### src/rtl/divider.sv
// Iterative unsigned restoring divider, one quotient bit per clock.
// out = {remainder, quotient}. A division by zero yields quotient = all ones
// and remainder = dividend, with div_by_zero raised alongside done.
// Optional feature macro: DIVIDER_ZERO_FASTPATH_EN. When defined, a zero
// divisor skips the RUN phase and completes two cycles after acceptance.
//
// Handshake: start is a one-cycle request taken only in IDLE when done is
// low. busy is high from the cycle after acceptance until the result cycle.
// done pulses for one cycle when out changes. out holds between dones.
// A start that arrives while busy or during the done cycle is dropped.
module divider #(
   parameter int WIDTH = 32
) (
   input  logic               clk,
   input  logic               reset,
   input  logic               start,
   input  logic [WIDTH-1:0]   in1,
   input  logic [WIDTH-1:0]   in2,
   output logic [2*WIDTH-1:0] out,
   output logic               busy,
   output logic               done,
   output logic               div_by_zero,
   output logic [1:0]         fsm_state
);

   localparam logic [1:0] IDLE = 2'd0;
   localparam logic [1:0] RUN  = 2'd1;
   localparam logic [1:0] DONE = 2'd2;

   localparam int CW = $clog2(WIDTH + 1);

   logic [1:0]       state;
   logic [WIDTH-1:0] rem;
   logic [WIDTH-1:0] quo;
   logic [WIDTH-1:0] dvsr;
   logic [CW-1:0]    cnt;
   logic [WIDTH:0]   rem_sh;
   logic [WIDTH:0]   trial;
`ifdef DIVIDER_ZERO_FASTPATH_EN
   logic             fast_wait;
`endif

   // Trial subtraction one bit wider than the operands; the MSB is the borrow.
   always_comb begin
      rem_sh = {rem, quo[WIDTH-1]};
      trial  = rem_sh - {1'b0, dvsr};
   end

   assign busy      = (state != IDLE);
   assign fsm_state = state;

   // Control FSM and shift/subtract datapath.
   always_ff @(posedge clk) begin
      if (reset) begin
         state       <= IDLE;
         rem         <= '0;
         quo         <= '0;
         dvsr        <= '0;
         cnt         <= '0;
         out         <= '0;
         done        <= 1'b0;
         div_by_zero <= 1'b0;
`ifdef DIVIDER_ZERO_FASTPATH_EN
         fast_wait   <= 1'b0;
`endif
      end else begin
         done <= 1'b0;
         case (state)
            IDLE: begin
               if (start && !done) begin
                  quo         <= in1;
                  dvsr        <= in2;
                  rem         <= '0;
                  cnt         <= CW'(WIDTH);
                  div_by_zero <= (in2 == '0);
                  state       <= RUN;
`ifdef DIVIDER_ZERO_FASTPATH_EN
                  // Preload the restoring result directly; the extra DONE
                  // cycle keeps completion two cycles after acceptance.
                  if (in2 == '0) begin
                     rem       <= in1;
                     quo       <= '1;
                     cnt       <= '0;
                     fast_wait <= 1'b1;
                     state     <= DONE;
                  end
`endif
               end
            end
            RUN: begin
               if (!trial[WIDTH]) begin
                  rem <= trial[WIDTH-1:0];
                  quo <= {quo[WIDTH-2:0], 1'b1};
               end else begin
                  rem <= rem_sh[WIDTH-1:0];
                  quo <= {quo[WIDTH-2:0], 1'b0};
               end
               cnt <= cnt - CW'(1);
               if (cnt == CW'(1)) begin
                  state <= DONE;
               end
            end
            DONE: begin
`ifdef DIVIDER_ZERO_FASTPATH_EN
               if (fast_wait) begin
                  fast_wait <= 1'b0;
               end else begin
                  out   <= {rem, quo};
                  done  <= 1'b1;
                  state <= IDLE;
               end
`else
               out   <= {rem, quo};
               done  <= 1'b1;
               state <= IDLE;
`endif
            end
            default: begin
               state <= IDLE;
            end
         endcase
      end
   end

endmodule
### config.mk
export PLATFORM = sky130hd
export DESIGN_NAME = divider
export DESIGN_NICKNAME = d
export VERILOG_FILES = /design/src/rtl/divider.sv
export SDC_FILE = /design/constraint.sdc
export NUM_CORES = 1
export LEC_CHECK = 0
export CORE_ASPECT_RATIO = 0.6
export CORE_MARGIN = 3
export CORE_UTILIZATION = 49
export CTS_CLUSTER_DIAMETER = 80
export DETAILED_ROUTE_END_ITERATION = 8
export PLACE_DENSITY_LB_ADDON = 0.25
export SLEW_MARGIN = 20
export SYNTH_ARGS = -nofsm -noshare
export SYNTH_HDL_FRONTEND = slang
export SYNTH_SLANG_ARGS = --single-unit
### constraint.sdc
create_clock -name clk -period 4.1 [get_ports clk]
set_input_delay 0.82 -clock clk [delete_from_list [all_inputs] [get_ports clk]]
set_output_delay 0.82 -clock clk [all_outputs]
set_load 0.02 [all_outputs]
Word-level counts from Yosys, hierarchy flattened

Cells that the tools add are included.
Widths: inputs -> output; s select.

Flip-flop bits (word level): 170
Latch bits: 0
RAM bits: 0
Bits in read-only memories: 0
Input bits: 67
Output and inout port bits: 69
Logic and storage cells: 36
Memories kept: 0

Add/sub/neg operators: 2
Multiply operators: 0
Div/mod/pow operators: 0
$lt $le $gt $ge: 0
Equality and inequality tests: 5
Shift-type cells: 0
Mux-type cells: 12
Bitwise operators: 0
Reductions and logical operators: 9

Operator list:

| kind                | number |
|---|---|
| $pmux 32 s2         | 2 |
| $mux 32             | 3 |
| $sub 33x32->33      | 1 |
| $logic_not 32->1    | 1 |
| $pmux 6 s2          | 1 |
| $eq 6x1->1 const B  | 1 |
| $mux 6              | 1 |
| $reduce_and 2->1    | 3 |
| $sub 6x1->6 const B | 1 |
| $mux 2              | 2 |
| $ne 2x2->1 const B  | 2 |
| $pmux 2 s2          | 1 |
| $reduce_bool 2->1   | 2 |
| $eq 2x1->1 const B  | 1 |
| $eq 2x2->1 const B  | 1 |
| $logic_not 2->1     | 1 |
| $mux 1              | 2 |
| $logic_and 1x1->1   | 1 |
| $logic_not 1->1     | 1 |

Depth between registers and ports, before layout

Gate-level depths: netlist of run 1.

Word-level depth: 4
Gate-level depth with buffers: 14
Gate-level depth less buffers: 13

Worst setup path before layout of run 1

No wires, ideal clock.

Path kind: register -> register
Start: register quo[31]
End: register rem[12]
Library setup time: 0.128 ns
Data arrival time: 2.797 ns
Required time: 3.972 ns
Path slack: 1.174 ns
Stages on the path, launching flop included: 15
Buffers on the path: 1
Period minus slack after synthesis: 2.926 ns
Cell sequence: dfxtp_1 -> inv_1 -> ha_1 -> inv_1 -> fa_1 -> a211oi_2 -> o211ai_1 -> a221oi_2 -> o211ai_1 -> a21oi_2 -> a22oi_4 -> xnor2_4 -> nand2b_1 -> clkbuf_1 -> o21ai_0

Cells in the longest elaborated chain, start to end: 3

Ends and longest elaborated chain:

| element                | line | text |
|---|---|---|
| start, declared        | 34   | `logic [WIDTH-1:0] quo;` |
| start signal, assigned | 71   | `quo <= in1;` |
| start signal, assigned | 93   | `quo <= {quo[WIDTH-2:0], 1'b1};` |
| start signal, assigned | 96   | `quo <= {quo[WIDTH-2:0], 1'b0};` |
| $sub 33x32->33         | 46   | `trial = rem_sh - {1'b0, dvsr};` |
| $mux 32                | 91   | `if (!trial[WIDTH]) begin` |
| $pmux 32 s2            | 68   | `case (state)` |
| end signal, assigned   | 92   | `rem <= trial[WIDTH-1:0];` |
| end signal, assigned   | 95   | `rem <= rem_sh[WIDTH-1:0];` |
| end, declared          | 33   | `logic [WIDTH-1:0] rem;` |

No other way between the ends.
A chain may end at the register's enable or synchronous reset.

Worst setup path in the final report of run 1

Start: register quo[31]
End: register rem[19]

Same word-level chain as after synthesis.

==> results of run 1 <==
## worst paths after layout
kind | from | endpoint | slack [ps] | depth (start not counted)
worst max-delay path | quo[31]$_SDFFE_PP0P_ | rem[19]$_SDFFE_PP0P_ | 590 | 14
worst min-delay path | out[63]$_SDFFE_PP0P_ | out[63]$_SDFFE_PP0P_ | 450 | 2
worst max register to register | quo[31]$_SDFFE_PP0P_ | rem[19]$_SDFFE_PP0P_ | 590 | 14
worst min register to register | out[63]$_SDFFE_PP0P_ | out[63]$_SDFFE_PP0P_ | 450 | 2
## routing by layer
layer | part of all wire | global-route usage | up-vias
met3 | 0.076 | 0.0557 | 26
met1 | 0.49 | 0.369 | 3601
met2 | 0.42 | 0.357 | 277
met5 | 0 | 0 | -
li1 | - | - | 3772
met4 | 0.016 | 0.0619 | 0
## power by group
part | switching (W) | total [W] | internal, W | leakage (nW)
sequential | 0.000204 | 0.00202 | 0.00182 | 1.38
clock | 0.000778 | 0.00159 | 0.000815 | 0.278
combinational | 0.00213 | 0.00383 | 0.00170 | 2.14
## metrics by stage
step	worst slack [ps]	hold slack, ps	cell area, µm²
CTS	607	456	10200
global placement	773	443	9630
detailed placement	673	446	9630
finish	593	453	10200
global route	323	476	10200
floorplan	1170	436	8160
## layout make-up
class	count	area (µm²)	share of cell area
clock buffer	18	429	0.0420
clock inverter	14	153	0.0149
multi-input combinational	755	4360	0.427
inverter	41	154	0.0151
sequential	170	3400	0.333
timing repair buffer	145	1440	0.141
tap	222	278	0.0272
## worst max-delay path, delay by kind of cell, from the launching register on
kind	cells	cell delay, ps
AO/OA/AOI/OAI	7	1430
adder cells (fa/ha/maj)	2	590
buffers and inverters	3	430
XOR/XNOR	1	370
flip-flops	1	330
multiplexers	1	210
## flip-flops by register name, indices dropped and copies added, names as in the netlist
name	count
div_by_zero	1
done	1
cnt	6
rem	32
out	64
fsm_state	2
quo	32
dvsr	32
## cell families (layout without fill, tap and decap cells)
kind of cell / after synthesis / after routing
buf+inv: 107 / 218
simple gates: 353 / 353
flops: 170 / 170
compound gates: 315 / 315
fa+ha+maj: 35 / 35
xor+xnor: 30 / 30
mux: 22 / 22
## cells in the final DEF (no fill, tap or decap), types with 6 or more instances in the layout
master             n
nor2b_1            7
o21ai_0           47
xor2_1            16
dfxtp_1          170
mux2i_1           20
a21oi_1          164
a32oi_1           10
nor4_1            10
xnor2_1           13
a22oi_1           32
nand4_1            8
clkdlybuf4s50_1  134
clkbuf_16         17
nor2_1            30
inv_1             41
ha_1              34
a211oi_1           9
nand2_1          265
o211ai_1           6
buf_4             10
a21o_1            11
o21a_1             7
==> flow_summary.json, run 1 <==
{
  "cts_tree": "done",
  "cts-resized-gates": 0,
  "fmax_mhz": 285,
  "drive_above_1_share": 0.0560,
  "fin_crit_sh": 0.855,
  "drt-total-wl_mm": 22.7,
  "viasPerCell": 5.62,
  "core-area_mm2": 0.0158,
  "yosys-top-cells-area": "dfxtp_1 42%, nand2_1 12%, a21oi_1 10%",
  "setup-violations-final": 0,
  "clock_path_buffers": 2,
  "crit_path_cell_trace": "inv_1 > ha_1 > inv_1 > fa_1 > a211oi_2 > o211ai_1 > a221oi_2 > o211ai_1 > a21oi_2 > a22oi_4 > xnor2_4 > buf_4 > mux2i_1 > o21ai_0",
  "drv_cap": 0,
  "hpwlAfterDp_mm": 16.0,
  "nets": 1232,
  "die-area_mm2": 0.0183,
  "gr-usage-all-layers": 0.247,
  "hold_buffers": 0,
  "cp.required_ps": 4380,
  "synth_top_family_by_area": "compound AO/OA/AOI/OAI gates",
  "async_reset_ff_frac": 0,
  "worstSetupEndpointType": "flip-flop",
  "power_w": 0.00744,
  "slew_viol_final": 0,
  "syn_inst": 1032,
  "vdd_drop_max_v": 0.000561,
  "cts_buffers": 17,
  "clk_pin_slew_ps": 70,
  "synthSimpleGateAreaFrac": 0.180,
  "yosysMostFrequentCell": "nand2_1",
  "syn_area_per_cell_um2": 7.91,
  "p_leak_nw": 3.80,
  "max_slew_margin": 0.322,
  "vias": 7676,
  "synth.area.mux_share": 0.0273,
  "dr.pass1.iters": 6,
  "critPathLaunchType": "flip-flop",
  "synth_nets": 1134,
  "powerDensity_mw_per_mm2": 728,
  "routabilityCongestion": 0.961,
  "grt_pass1_vias": 7039,
  "synth-main-ff-cell": "dfxtp_1",
  "die_y_um": 106,
  "drc_errors": 0,
  "n_fill_cell": 1398,
  "grt_max_degree": 88,
  "rows": 35,
  "synth_common_cells": "265 x nand2_1, 170 x dfxtp_1, 164 x a21oi_1",
  "ys_ff_latch": 170,
  "diodes": 0,
  "fp.dieW_um": 173,
  "cp_slowest_cell": "fa_1",
  "syn_area_mm2": 0.00816,
  "numClockSinks": 170,
  "yosysTopAreaCell": "dfxtp_1",
  "drt_iter0_markers": 776,
  "grt_pass1_wl_mm": 36.8,
  "synth_compound_area_frac": 0.234,
  "dp_cells": 1333,
  "clk_latency_ps": 430,
  "crit_type": "reg2reg",
  "worst_pin_slew_ps": 1020,
  "grt.overflow.total": 0,
  "ys_warn_count": 0,
  "cp_slowest_stage_delay_ps": 430,
  "pin_count": 136,
  "rsz0062_at_grt": "false",
  "hold_viol": 0,
  "period_needed_ps": 3510,
  "io_buffers": 135,
  "clock-root-buffer": "clkbuf_16",
  "drtAntennaViolNets": 0,
  "start_util": 0.516,
  "layout-area-overhead-vs-synth_pct": 25.2,
  "clock_skew_ps": 12.4,
  "synth-edff-count": 0,
  "synth_cell_types": 59,
  "hold_class": "reg2reg",
  "routedWlPerCell_um": 16.6,
  "cp.arrival_ps": 3790,
  "cts_setup_buffers": 0,
  "fin_cells": 1365,
  "ys_seq_area_frac": 0.417,
  "yosysTopAreaCellShare": 0.417,
  "htree_levels": 4,
  "status": "complete, no violations",
  "final_util": 0.646,
  "tns_ps": 0,
  "synth_adder_area_share": 0.0546,
  "synth-xor-area-share": 0.0345,
  "antenna_found_initial": 0,
  "cp_max_fo": 14
}
No activity file was read; power rests on OpenSTA's default activity.
==> inputs of run 2 (changes only) <==
Settings changed: ABC_AREA set to 1, SETUP_SLACK_MARGIN set to 0.4, SLEW_MARGIN 20 to unset.
==> run 2 against run 1 <==
  * Synthesized cell count up 39%
  * Critical endpoint is now rem[6]$_SDFFE_PP0P_
  * Power decreased by 29%
  * Critical path depth rose by 2
  * Final cell count up 31%
==> flow_summary.json, run 2 <==
{
  "yosysTopAreaCellShare": 0.367,
  "drt-total-wl_mm": 26.3,
  "n_fill_cell": 1729,
  "syn_inst": 1431,
  "ys_ff_latch": 170,
  "p_leak_nw": 5.41,
  "grt_max_degree": 71,
  "synth-main-ff-cell": "dfxtp_1",
  "gr-usage-all-layers": 0.257,
  "htree_levels": 4,
  "diodes": 0,
  "status": "complete, no violations",
  "fin_crit_sh": 0.655,
  "rows": 38,
  "drt_iter0_markers": 896,
  "cts_tree": "done",
  "synth-edff-count": 0,
  "max_slew_margin": 0.467,
  "clock-root-buffer": "clkbuf_16",
  "ys_seq_area_frac": 0.367,
  "ys_warn_count": 0,
  "drtAntennaViolNets": 0,
  "cp_max_fo": 32,
  "crit_start": "quo[31]$_SDFFE_PP0P_",
  "cts_setup_buffers": 0,
  "clock_skew_ps": 28.8,
  "grt_pass1_wl_mm": 43.5,
  "core-area_mm2": 0.0183,
  "cp.arrival_ps": 2950,
  "io_buffers": 135,
  "yosysMostFrequentCell": "nand2_1",
  "cp.required_ps": 4360,
  "critPathLaunchType": "flip-flop",
  "syn_area_mm2": 0.00928,
  "vias": 9132,
  "largest-register": "out",
  "pin_count": 136,
  "clock_path_buffers": 2,
  "min_from": "div_by_zero$_SDFFE_PP0P_",
  "antenna_found_initial": 0,
  "slew_viol_final": 0,
  "hold_buffers": 0,
  "crit_type": "reg2reg",
  "layout-area-overhead-vs-synth_pct": 22.0,
  "grt.overflow.total": 0,
  "worstSetupEndpointType": "flip-flop",
  "hpwlAfterDp_mm": 19.1,
  "hold_class": "reg2reg",
  "final_cell_mix": "416 x nand2_1, 234 x inv_1, 170 x dfxtp_1",
  "rsz0062_at_grt": "false",
  "worst_pin_slew_ps": 799,
  "final_util": 0.618,
  "synth_cell_types": 45,
  "dr.pass1.iters": 5,
  "ff2ff_setup_slack_ps": 1410,
  "power_w": 0.00531,
  "grt_pass1_vias": 8480,
  "yosysTopAreaCell": "dfxtp_1",
  "multi_input_area_mm2": 0.00470,
  "nets": 1637,
  "routabilityCongestion": 0.939,
  "clk_latency_ps": 440,
  "tns_ps": 0,
  "final_common_cell": "nand2_1",
  "drive_above_1_share": 0.0511,
  "r2r-start": "quo[31]$_SDFFE_PP0P_",
  "synth_nets": 1533,
  "yosys-top-cells-area": "dfxtp_1 37%, nand2_1 17%, inv_1 9.5%",
  "drv_cap": 0,
  "vdd_drop_max_v": 0.000319,
  "routedWlPerCell_um": 14.7,
  "viasPerCell": 5.11,
  "powerDensity_mw_per_mm2": 469,
  "synth_common_cells": "416 x nand2_1, 235 x inv_1, 170 x dfxtp_1",
  "period_needed_ps": 2690,
  "clk_pin_slew_ps": 70,
  "die_y_um": 113,
  "fmax_mhz": 372,
  "holdWs_ps": 470,
  "die-area_mm2": 0.0207,
  "largest_reg_flops": 64,
  "hold_viol": 0,
  "cts_buffers": 17,
  "fp.dieW_um": 184,
  "numClockSinks": 170,
  "syn_area_per_cell_um2": 6.49,
  "drc_errors": 0,
  "setup-violations-final": 0,
  "async_reset_ff_frac": 0,
  "start_util": 0.507,
  "regArea_mm2": 0.00340,
  "cts-resized-gates": 0
}
run 2: changes by cell type after synthesis, sizes merged, moves of 11 or more:
cell / delta
a22oi: -17
clkbuf: -11
nand3: +47
nor2: +93
a21oi: -34
mux2i: -20
o21ai: +49
inv: +196
nand2: +168
run 2: through the flow:
step / setup slack, ps / cells / cell area [µm²]
2_1_floorplan: 2000 / 1431 / 9280
3_3_place_gp: 1370 / 1756 / 10700
3_5_place_dp: 1290 / 1756 / 10700
4_1_cts: 1450 / 1787 / 11300
5_1_grt: 1220 / 1787 / 11300
6_report: 1410 / 1787 / 11300
run 2: cell type report:
class | instances | share of cell area
Clock buffer | 17 | 0.0376
Inverter | 239 | 0.0792
Timing Repair Buffer | 146 | 0.127
Sequential cell | 170 | 0.301
Tap cell | 240 | 0.0265
Multi-Input combinational cell | 961 | 0.416
Clock inverter | 14 | 0.0132
run 2: path summary, 6_finish.rpt:
path	endpoint	cells past startpoint
worst min register to register	div_by_zero$_SDFFE_PP0P_	2
worst max register to register	rem[6]$_SDFFE_PP0P_	16
worst min-delay path	div_by_zero$_SDFFE_PP0P_	2
worst max-delay path	rem[6]$_SDFFE_PP0P_	16
run 2: metal layers:
layer  global-route usage  wire length [µm]  vias up
li1                     -                 -     4694
met1                0.399             13500     4108
met2                0.370             10700      309
met3               0.0483              1960       21
met4               0.0467               259        0
met5                    0                 0        -
run 2: logic make-up after synthesis:
kind of cell	after synthesis	synth area share
flops	170	0.367
simple gates	641	0.284
buf+inv	300	0.129
xor+xnor	15	0.0142
compound gates	270	0.159
fa+ha+maj	35	0.0480
run 2: critical path: stages, from the launching register on:
cell     delay, ps
dfxtp_1        300
inv_1          120
ha_1           160
inv_1           70
fa_1           410
nand2_1         80
nand2_1        100
nand3_2         90
nand2_2        100
nand2_2         80
nand2_2         60
nand2_2        110
nand3_1        120
nand2_4        330
nand2_1        150
nand3_1        140
a21oi_1         90
run 2: report_power, final:
part | internal (W) | leakage, nW | total (W) | switching [W]
clock network | 0.000812 | 0.280 | 0.00159 | 0.000779
logic | 0.000619 | 3.74 | 0.00188 | 0.00126
registers | 0.00176 | 1.39 | 0.00185 | 0.0000850
total | 0.00319 | 5.41 | 0.00531 | 0.00212
